[config.mk]
export PLATFORM = sky130hd
export DESIGN_NAME = pe_stream_controller
export DESIGN_NICKNAME = d
export VERILOG_FILES = /design/src/rtl/pe_stream_controller.sv
export SDC_FILE = /design/constraint.sdc
export NUM_CORES = 1
export LEC_CHECK = 0
export BUFFER_PORTS_ARGS = -buffer_cell sky130_fd_sc_hd__clkbuf_2
export CAP_MARGIN = 20
export CORE_AREA = 2 2 213 215
export CTS_CLUSTER_SIZE = 25
export DETAILED_ROUTE_END_ITERATION = 7
export DIE_AREA = 0 0 215 217
export GPL_TIMING_DRIVEN = 0
export HOLD_SLACK_MARGIN = 0.08
export PLACE_DENSITY_LB_ADDON = 0.15
export SLEW_MARGIN = 30
export SYNTH_ARGS = -nofsm -noshare
export SYNTH_HDL_FRONTEND = slang
export SYNTH_SLANG_ARGS = --single-unit
[constraint.sdc]
create_clock -name clk -period 7.7 [get_ports clk]
set_input_delay 0.77 -clock clk [delete_from_list [all_inputs] [get_ports clk]]
set_output_delay 0.77 -clock clk [all_outputs]
set_load 0.01 [all_outputs]
[src/rtl/pe_stream_controller.sv]
// Layer-pass sequencer for one PE wrapper: configures the PE, feeds ifmap/filter/ipsum words
// from synchronous-read buffers into the PE FIFOs and drains opsum words into a result buffer.

// One feed channel. A read is issued only when words remain, the FIFO is not full and no
// read is in flight; the word is pushed (push_o=1) exactly one cycle later with the read data.
module pe_feed_channel #(
    parameter int AW = 12,
    parameter int DW = 16
) (
    input  logic          clk,
    input  logic          reset,
    input  logic          active_i,
    input  logic          load_i,
    input  logic [AW-1:0] count_i,
    input  logic          fifo_full_i,
    input  logic [DW-1:0] rd_data_i,
    output logic          rd_en_o,
    output logic [AW-1:0] rd_addr_o,
    output logic          push_o,
    output logic [DW-1:0] data_o,
    output logic          drained_o
);
    logic [AW-1:0] rem_q, rem_d, addr_q, addr_d;
    logic          inflight_q;

    always_comb begin
        rd_en_o = active_i && (rem_q != '0) && !fifo_full_i && !inflight_q;
        rem_d   = rem_q;
        addr_d  = addr_q;
        if (load_i) begin
            rem_d  = count_i;
            addr_d = '0;
        end else if (inflight_q) begin
            rem_d  = rem_q - AW'(1);
            addr_d = addr_q + AW'(1);
        end
    end

    always_ff @(posedge clk) begin
        if (reset) begin
            rem_q      <= '0;
            addr_q     <= '0;
            inflight_q <= 1'b0;
        end else begin
            rem_q      <= rem_d;
            addr_q     <= addr_d;
            inflight_q <= rd_en_o;
        end
    end

    assign rd_addr_o = rd_en_o ? addr_q : '0;
    assign push_o    = inflight_q;
    assign data_o    = inflight_q ? rd_data_i : '0;
    // Looks at the next-cycle count so the FSM can leave STREAM right after the final push.
    assign drained_o = (rem_d == '0);
endmodule

module pe_stream_controller #(
    parameter int DATA_WIDTH_IFMAP  = 16,
    parameter int DATA_WIDTH_FILTER = 64,
    parameter int DATA_WIDTH_PSUM   = 64,
    parameter int W_WIDTH           = 8,
    parameter int S_WIDTH           = 5,
    parameter int F_WIDTH           = 6,
    parameter int U_WIDTH           = 3,
    parameter int n_WIDTH           = 3,
    parameter int p_WIDTH           = 5,
    parameter int q_WIDTH           = 3,
    parameter int IFMAP_ADDR_WIDTH  = 12,
    parameter int FILTER_ADDR_WIDTH = 8,
    parameter int PSUM_ADDR_WIDTH   = 10
) (
    input  logic                         clk,
    input  logic                         reset,
    input  logic                         start,
    input  logic [W_WIDTH-1:0]           cfg_W,
    input  logic [S_WIDTH-1:0]           cfg_S,
    input  logic [F_WIDTH-1:0]           cfg_F,
    input  logic [U_WIDTH-1:0]           cfg_U,
    input  logic [n_WIDTH-1:0]           cfg_n,
    input  logic [p_WIDTH-1:0]           cfg_p,
    input  logic [q_WIDTH-1:0]           cfg_q,
    output logic                         busy,
    output logic                         done,
    output logic                         configure,
    output logic [W_WIDTH-1:0]           W,
    output logic [S_WIDTH-1:0]           S,
    output logic [F_WIDTH-1:0]           F,
    output logic [U_WIDTH-1:0]           U,
    output logic [n_WIDTH-1:0]           n,
    output logic [p_WIDTH-1:0]           p,
    output logic [q_WIDTH-1:0]           q,
    output logic                         ifmap_rd_en,
    output logic [IFMAP_ADDR_WIDTH-1:0]  ifmap_rd_addr,
    input  logic [DATA_WIDTH_IFMAP-1:0]  ifmap_rd_data,
    output logic                         filter_rd_en,
    output logic [FILTER_ADDR_WIDTH-1:0] filter_rd_addr,
    input  logic [DATA_WIDTH_FILTER-1:0] filter_rd_data,
    output logic                         ipsum_rd_en,
    output logic [PSUM_ADDR_WIDTH-1:0]   ipsum_rd_addr,
    input  logic [DATA_WIDTH_PSUM-1:0]   ipsum_rd_data,
    output logic                         push_ifmap,
    output logic [DATA_WIDTH_IFMAP-1:0]  ifmap,
    input  logic                         ifmap_fifo_full,
    output logic                         push_filter,
    output logic [DATA_WIDTH_FILTER-1:0] filter,
    input  logic                         filter_fifo_full,
    output logic                         push_ipsum,
    output logic [DATA_WIDTH_PSUM-1:0]   ipsum,
    input  logic                         ipsum_fifo_full,
    output logic                         pop_opsum,
    input  logic [DATA_WIDTH_PSUM-1:0]   opsum,
    input  logic                         opsum_fifo_empty,
    output logic                         opsum_wr_en,
    output logic [PSUM_ADDR_WIDTH-1:0]   opsum_wr_addr,
    output logic [DATA_WIDTH_PSUM-1:0]   opsum_wr_data,
    output logic [1:0]                   state_o
);
    typedef enum logic [1:0] {IDLE = 2'd0, CONFIG = 2'd1, STREAM = 2'd2, DONE = 2'd3} state_t;

    typedef struct packed {
        logic [W_WIDTH-1:0] w;
        logic [S_WIDTH-1:0] s;
        logic [F_WIDTH-1:0] f;
        logic [U_WIDTH-1:0] u;
        logic [n_WIDTH-1:0] n;
        logic [p_WIDTH-1:0] p;
        logic [q_WIDTH-1:0] q;
    } shape_t;

    localparam int IF_PW = n_WIDTH + W_WIDTH + q_WIDTH;
    localparam int FL_PW = p_WIDTH + q_WIDTH + S_WIDTH + 2;
    localparam int PS_PW = p_WIDTH + n_WIDTH + F_WIDTH + 2;

    state_t                       state_q, state_d;
    shape_t                       shape_q, shape_d;
    logic [PSUM_ADDR_WIDTH-1:0]   op_rem_q, op_rem_d, op_addr_q, op_addr_d;
    logic                         popped_q;
    logic                         streaming, loading;
    logic                         if_drained, flt_drained, ips_drained;
    logic [IF_PW-1:0]             if_prod;
    logic [FL_PW-1:0]             flt_prod;
    logic [PS_PW-1:0]             ps_prod;
    logic [IFMAP_ADDR_WIDTH-1:0]  n_if;
    logic [FILTER_ADDR_WIDTH-1:0] n_flt;
    logic [PSUM_ADDR_WIDTH-1:0]   n_ps;

    assign streaming = (state_q == STREAM);
    assign loading   = (state_q == CONFIG);

    // Full-width products; the +3 before the shift rounds the packed-word counts up.
    assign if_prod  = IF_PW'(shape_q.n) * IF_PW'(shape_q.w) * IF_PW'(shape_q.q);
    assign flt_prod = FL_PW'(shape_q.p) * FL_PW'(shape_q.q) * FL_PW'(shape_q.s) + FL_PW'(3);
    assign ps_prod  = PS_PW'(shape_q.p) * PS_PW'(shape_q.n) * PS_PW'(shape_q.f) + PS_PW'(3);
    assign n_if     = IFMAP_ADDR_WIDTH'(if_prod);
    assign n_flt    = FILTER_ADDR_WIDTH'(flt_prod >> 2);
    assign n_ps     = PSUM_ADDR_WIDTH'(ps_prod >> 2);

    pe_feed_channel #(.AW(IFMAP_ADDR_WIDTH), .DW(DATA_WIDTH_IFMAP)) u_ifmap_ch (
        .clk(clk), .reset(reset), .active_i(streaming), .load_i(loading), .count_i(n_if),
        .fifo_full_i(ifmap_fifo_full), .rd_data_i(ifmap_rd_data), .rd_en_o(ifmap_rd_en),
        .rd_addr_o(ifmap_rd_addr), .push_o(push_ifmap), .data_o(ifmap), .drained_o(if_drained)
    );

    pe_feed_channel #(.AW(FILTER_ADDR_WIDTH), .DW(DATA_WIDTH_FILTER)) u_filter_ch (
        .clk(clk), .reset(reset), .active_i(streaming), .load_i(loading), .count_i(n_flt),
        .fifo_full_i(filter_fifo_full), .rd_data_i(filter_rd_data), .rd_en_o(filter_rd_en),
        .rd_addr_o(filter_rd_addr), .push_o(push_filter), .data_o(filter), .drained_o(flt_drained)
    );

    pe_feed_channel #(.AW(PSUM_ADDR_WIDTH), .DW(DATA_WIDTH_PSUM)) u_ipsum_ch (
        .clk(clk), .reset(reset), .active_i(streaming), .load_i(loading), .count_i(n_ps),
        .fifo_full_i(ipsum_fifo_full), .rd_data_i(ipsum_rd_data), .rd_en_o(ipsum_rd_en),
        .rd_addr_o(ipsum_rd_addr), .push_o(push_ipsum), .data_o(ipsum), .drained_o(ips_drained)
    );

    // Drain: opsum is first-word-fall-through, so the write happens in the pop cycle.
    assign pop_opsum     = streaming && (op_rem_q != '0) && !opsum_fifo_empty && !popped_q;
    assign opsum_wr_en   = pop_opsum;
    assign opsum_wr_addr = pop_opsum ? op_addr_q : '0;
    assign opsum_wr_data = pop_opsum ? opsum : '0;

    always_comb begin
        state_d   = state_q;
        shape_d   = shape_q;
        op_rem_d  = op_rem_q;
        op_addr_d = op_addr_q;
        if (loading) begin
            op_rem_d  = n_ps;
            op_addr_d = '0;
        end else if (pop_opsum) begin
            op_rem_d  = op_rem_q - PSUM_ADDR_WIDTH'(1);
            op_addr_d = op_addr_q + PSUM_ADDR_WIDTH'(1);
        end
        case (state_q)
            IDLE: begin
                if (start) begin
                    state_d = CONFIG;
                    shape_d = '{w: cfg_W, s: cfg_S, f: cfg_F, u: cfg_U, n: cfg_n, p: cfg_p, q: cfg_q};
                end
            end
            CONFIG: state_d = STREAM;
            STREAM: begin
                if (if_drained && flt_drained && ips_drained && (op_rem_d == '0)) state_d = DONE;
            end
            DONE:    state_d = IDLE;
            default: state_d = IDLE;
        endcase
    end

    always_ff @(posedge clk) begin
        if (reset) begin
            state_q   <= IDLE;
            shape_q   <= '0;
            op_rem_q  <= '0;
            op_addr_q <= '0;
            popped_q  <= 1'b0;
        end else begin
            state_q   <= state_d;
            shape_q   <= shape_d;
            op_rem_q  <= op_rem_d;
            op_addr_q <= op_addr_d;
            popped_q  <= pop_opsum;
        end
    end

    assign busy      = (state_q != IDLE);
    assign done      = (state_q == DONE);
    assign configure = loading;
    assign state_o   = state_q;
    assign W = configure ? shape_q.w : '0;
    assign S = configure ? shape_q.s : '0;
    assign F = configure ? shape_q.f : '0;
    assign U = configure ? shape_q.u : '0;
    assign n = configure ? shape_q.n : '0;
    assign p = configure ? shape_q.p : '0;
    assign q = configure ? shape_q.q : '0;
endmodule

==> results.cfg <==
[outcome]
outcome = finished, final reports clean

[placed_design]
port-buffer-count = 541
place_ws_ns = 0.298
place_inst = 2705
dpl.hpwl_mm = 40.7
place.gp.congestion = 0.910

[cts]
cts_sinks = 119
cts_tree = yes
cts_root_buffer = clkbuf_16
cts_made_buffers = 17
max-clock-path-buffers = 2
cts_hold_buf = 0
cts.clk_slew.worst_paths_ns = 0.06
htreeDepth = 4
worstSkewPairLatency_ns = 0.43

[timing]
setup_ws_ns = 0.496
hold_violations = 0
min_period_ns = 7.20
drv_slew = 0
tightest_slew_ns = 0.895
fmax_mhz = 139
grt_setup_unrepaired = no
fin_skew_ns = 0.0107
setup_viol = 0
fin_crit_sh_pct = 93.6
slew_headroom_pct = 40.3
setup_tns_ns = 0

[grt]
grt_start_max_net_pins = 17
grt_util_all_layers_pct = 19.9
grt_pass1_wl_mm = 71.9
grt-ovfl-total = 0
first_global_vias = 12700
antenna_found_initial = 3

[critical_path]
rr_startpoint = shape_q[10]
cpPeakStageDelay_ns = 0.54
crit_type = register to register
path_buf_inv = 5
cp_top_family = adder cells
cpMostUsedCell = fa_1
startpoint_type = register
crit_path_top_delay_cell = fa_1
crit_fanout = 10
cp.required_ns = 8.05
worstPathArrival_ns = 7.55
end_kind = register
cp-startpoint = shape_q[10]

[synth]
yosysTopAreaCellShare_pct = 20.0
yosys_register_bits = 119
yosys_warnings = 0
syn_area_sq_mm = 0.0119
yosysTopAreaCell = dfxtp_1
postSynthAreaPerCell_sq_um = 7.62
synth_common_cells = and2_1 (344), nand2_1 (201), inv_1 (121)
async_reset_ff_share_pct = 0
synth_edf_count = 0
yosys-top-cells-area = dfxtp_1 (20%), and2_1 (18%), fa_1 (11%)
syn_inst = 1564
syn_nets = 1956
synth.most_common_cell = and2_1
seq_area_frac_synth_pct = 20.0
synth_top_flop_cell = dfxtp_1
synth_cell_types = 71

[cells_and_area]
final_core_util_pct = 35.9
area_delta_synth_final_pct = 34.4
instances_no_fill = 2741
fillers = 4809
drive_gt1_share_pct = 28.0
nNetsFinal = 2516

[job]
maxCapViolCount = 0

[power_and_ir_drop]
p_per_area_mw_per_mm2 = 185
total_power_mw = 2.97
power.leakage_nw = 8.08
ir_drop_uv = 119

[die]
num_rows = 78
core_area_sq_mm = 0.0447
fp.dieH_um = 217
die_area_sq_mm = 0.0467
pin_count = 542
start_util_pct = 26.7
die_x_um = 215

[detailed_routing]
num_vias = 12800
drc = 0
drt_iter0_drc = 629
first_pass_iters = 5
wl_mm = 48.1
wl_per_cell_um = 17.6
final_antenna_net_count = 0
avgViaCountPerCell = 4.67

[min_path]
hold_start = shape_q[12]
hold_path_class = register to register
path summary, 6_finish.rpt:
check / slack, ns / cells after the start / to
worst max-delay path: 0.50 / 25 / state_o[0]
worst min-delay path: 0.46 / 2 / shape_q[12]
worst max register to register: 0.50 / 25 / state_o[0]
worst min register to register: 0.46 / 2 / shape_q[12]
cells by family after synthesis:
logic type	synth area share [%]
flops	20.0
simple gates	36.0
fa+ha+maj	19.3
compound gates	11.1
xor+xnor	6.36
buf+inv	6.44
mux	0.850
routing by layer:
metal	up-vias	GRT usage (%)	share of wire, %
met5	-	0	0
met2	433	33.5	47
li1	6207	-	-
met3	78	2.95	4.9
met1	6077	24.9	43
met4	0	10.1	4.6
state kept, by name, indices dropped and copies added (netlist names):
| signal | cells |
|---|---|
| shape_q | 33 |
| u_ifmap_ch.addr_q | 12 |
| u_ifmap_ch.rem_q | 12 |
| op_addr_q | 10 |
| op_rem_q | 10 |
| u_ipsum_ch.addr_q | 10 |
| u_ipsum_ch.rem_q | 10 |
| u_filter_ch.addr_q | 8 |
| u_filter_ch.rem_q | 8 |
| state_o | 2 |
| popped_q | 1 |
| u_filter_ch.push_o | 1 |
| u_ifmap_ch.push_o | 1 |
| u_ipsum_ch.push_o | 1 |
cell type report:
class                      count  area, sq um  share of cell area (%)
multi-input combinational   1242         8780                    54.8
timing repair buffer         541         2710                    16.9
sequential                   119         2380                    14.9
tap                          600          751                    4.68
inverter                     123          462                    2.88
clock buffer                  19          453                    2.83
buffer                        80          312                    1.94
clock inverter                13          166                    1.04
antenna                        4         10.0                  0.0625
what timing repair did:
item	4_1_cts	5_1_grt
resized for setup	0	8
setup endpoints to repair	0	2
setup buffers	0	0
per-stage QoR:
stage	instance area, sq um	hold WS, ns
5_1_grt	16000	0.480
3_3_place_gp	15400	0.440
2_1_floorplan	11900	0.432
3_5_place_dp	15400	0.454
4_1_cts	16000	0.462
6_report	16000	0.460
tightest hold or removal path, delay by kind of cell (launching register included):
kind,cells,cell delay (ns)
AO/OA/AOI/OAI,1,0.05
flip-flops,1,0.31
AND/OR/NAND/NOR,1,0.05
cell usage in the layout (no fill, tap or decap), types with 39 or more instances in the layout:
master / instances
fa_1: 66
xor2_1: 39
ha_1: 78
xnor2_1: 45
clkbuf_2: 545
dfxtp_1: 119
inv_1: 121
and2_1: 344
nand2_1: 201
nor2_1: 90
clkbuf_1: 68
a21oi_1: 84
report_power, final:
group	leakage (nW)	switching, mW	internal (mW)
combinational	6.82	0.825	0.463
sequential	0.968	0.117	0.707
clock	0.296	0.327	0.529
total	8.08	1.27	1.70
(Power assumes the default switching activity.)
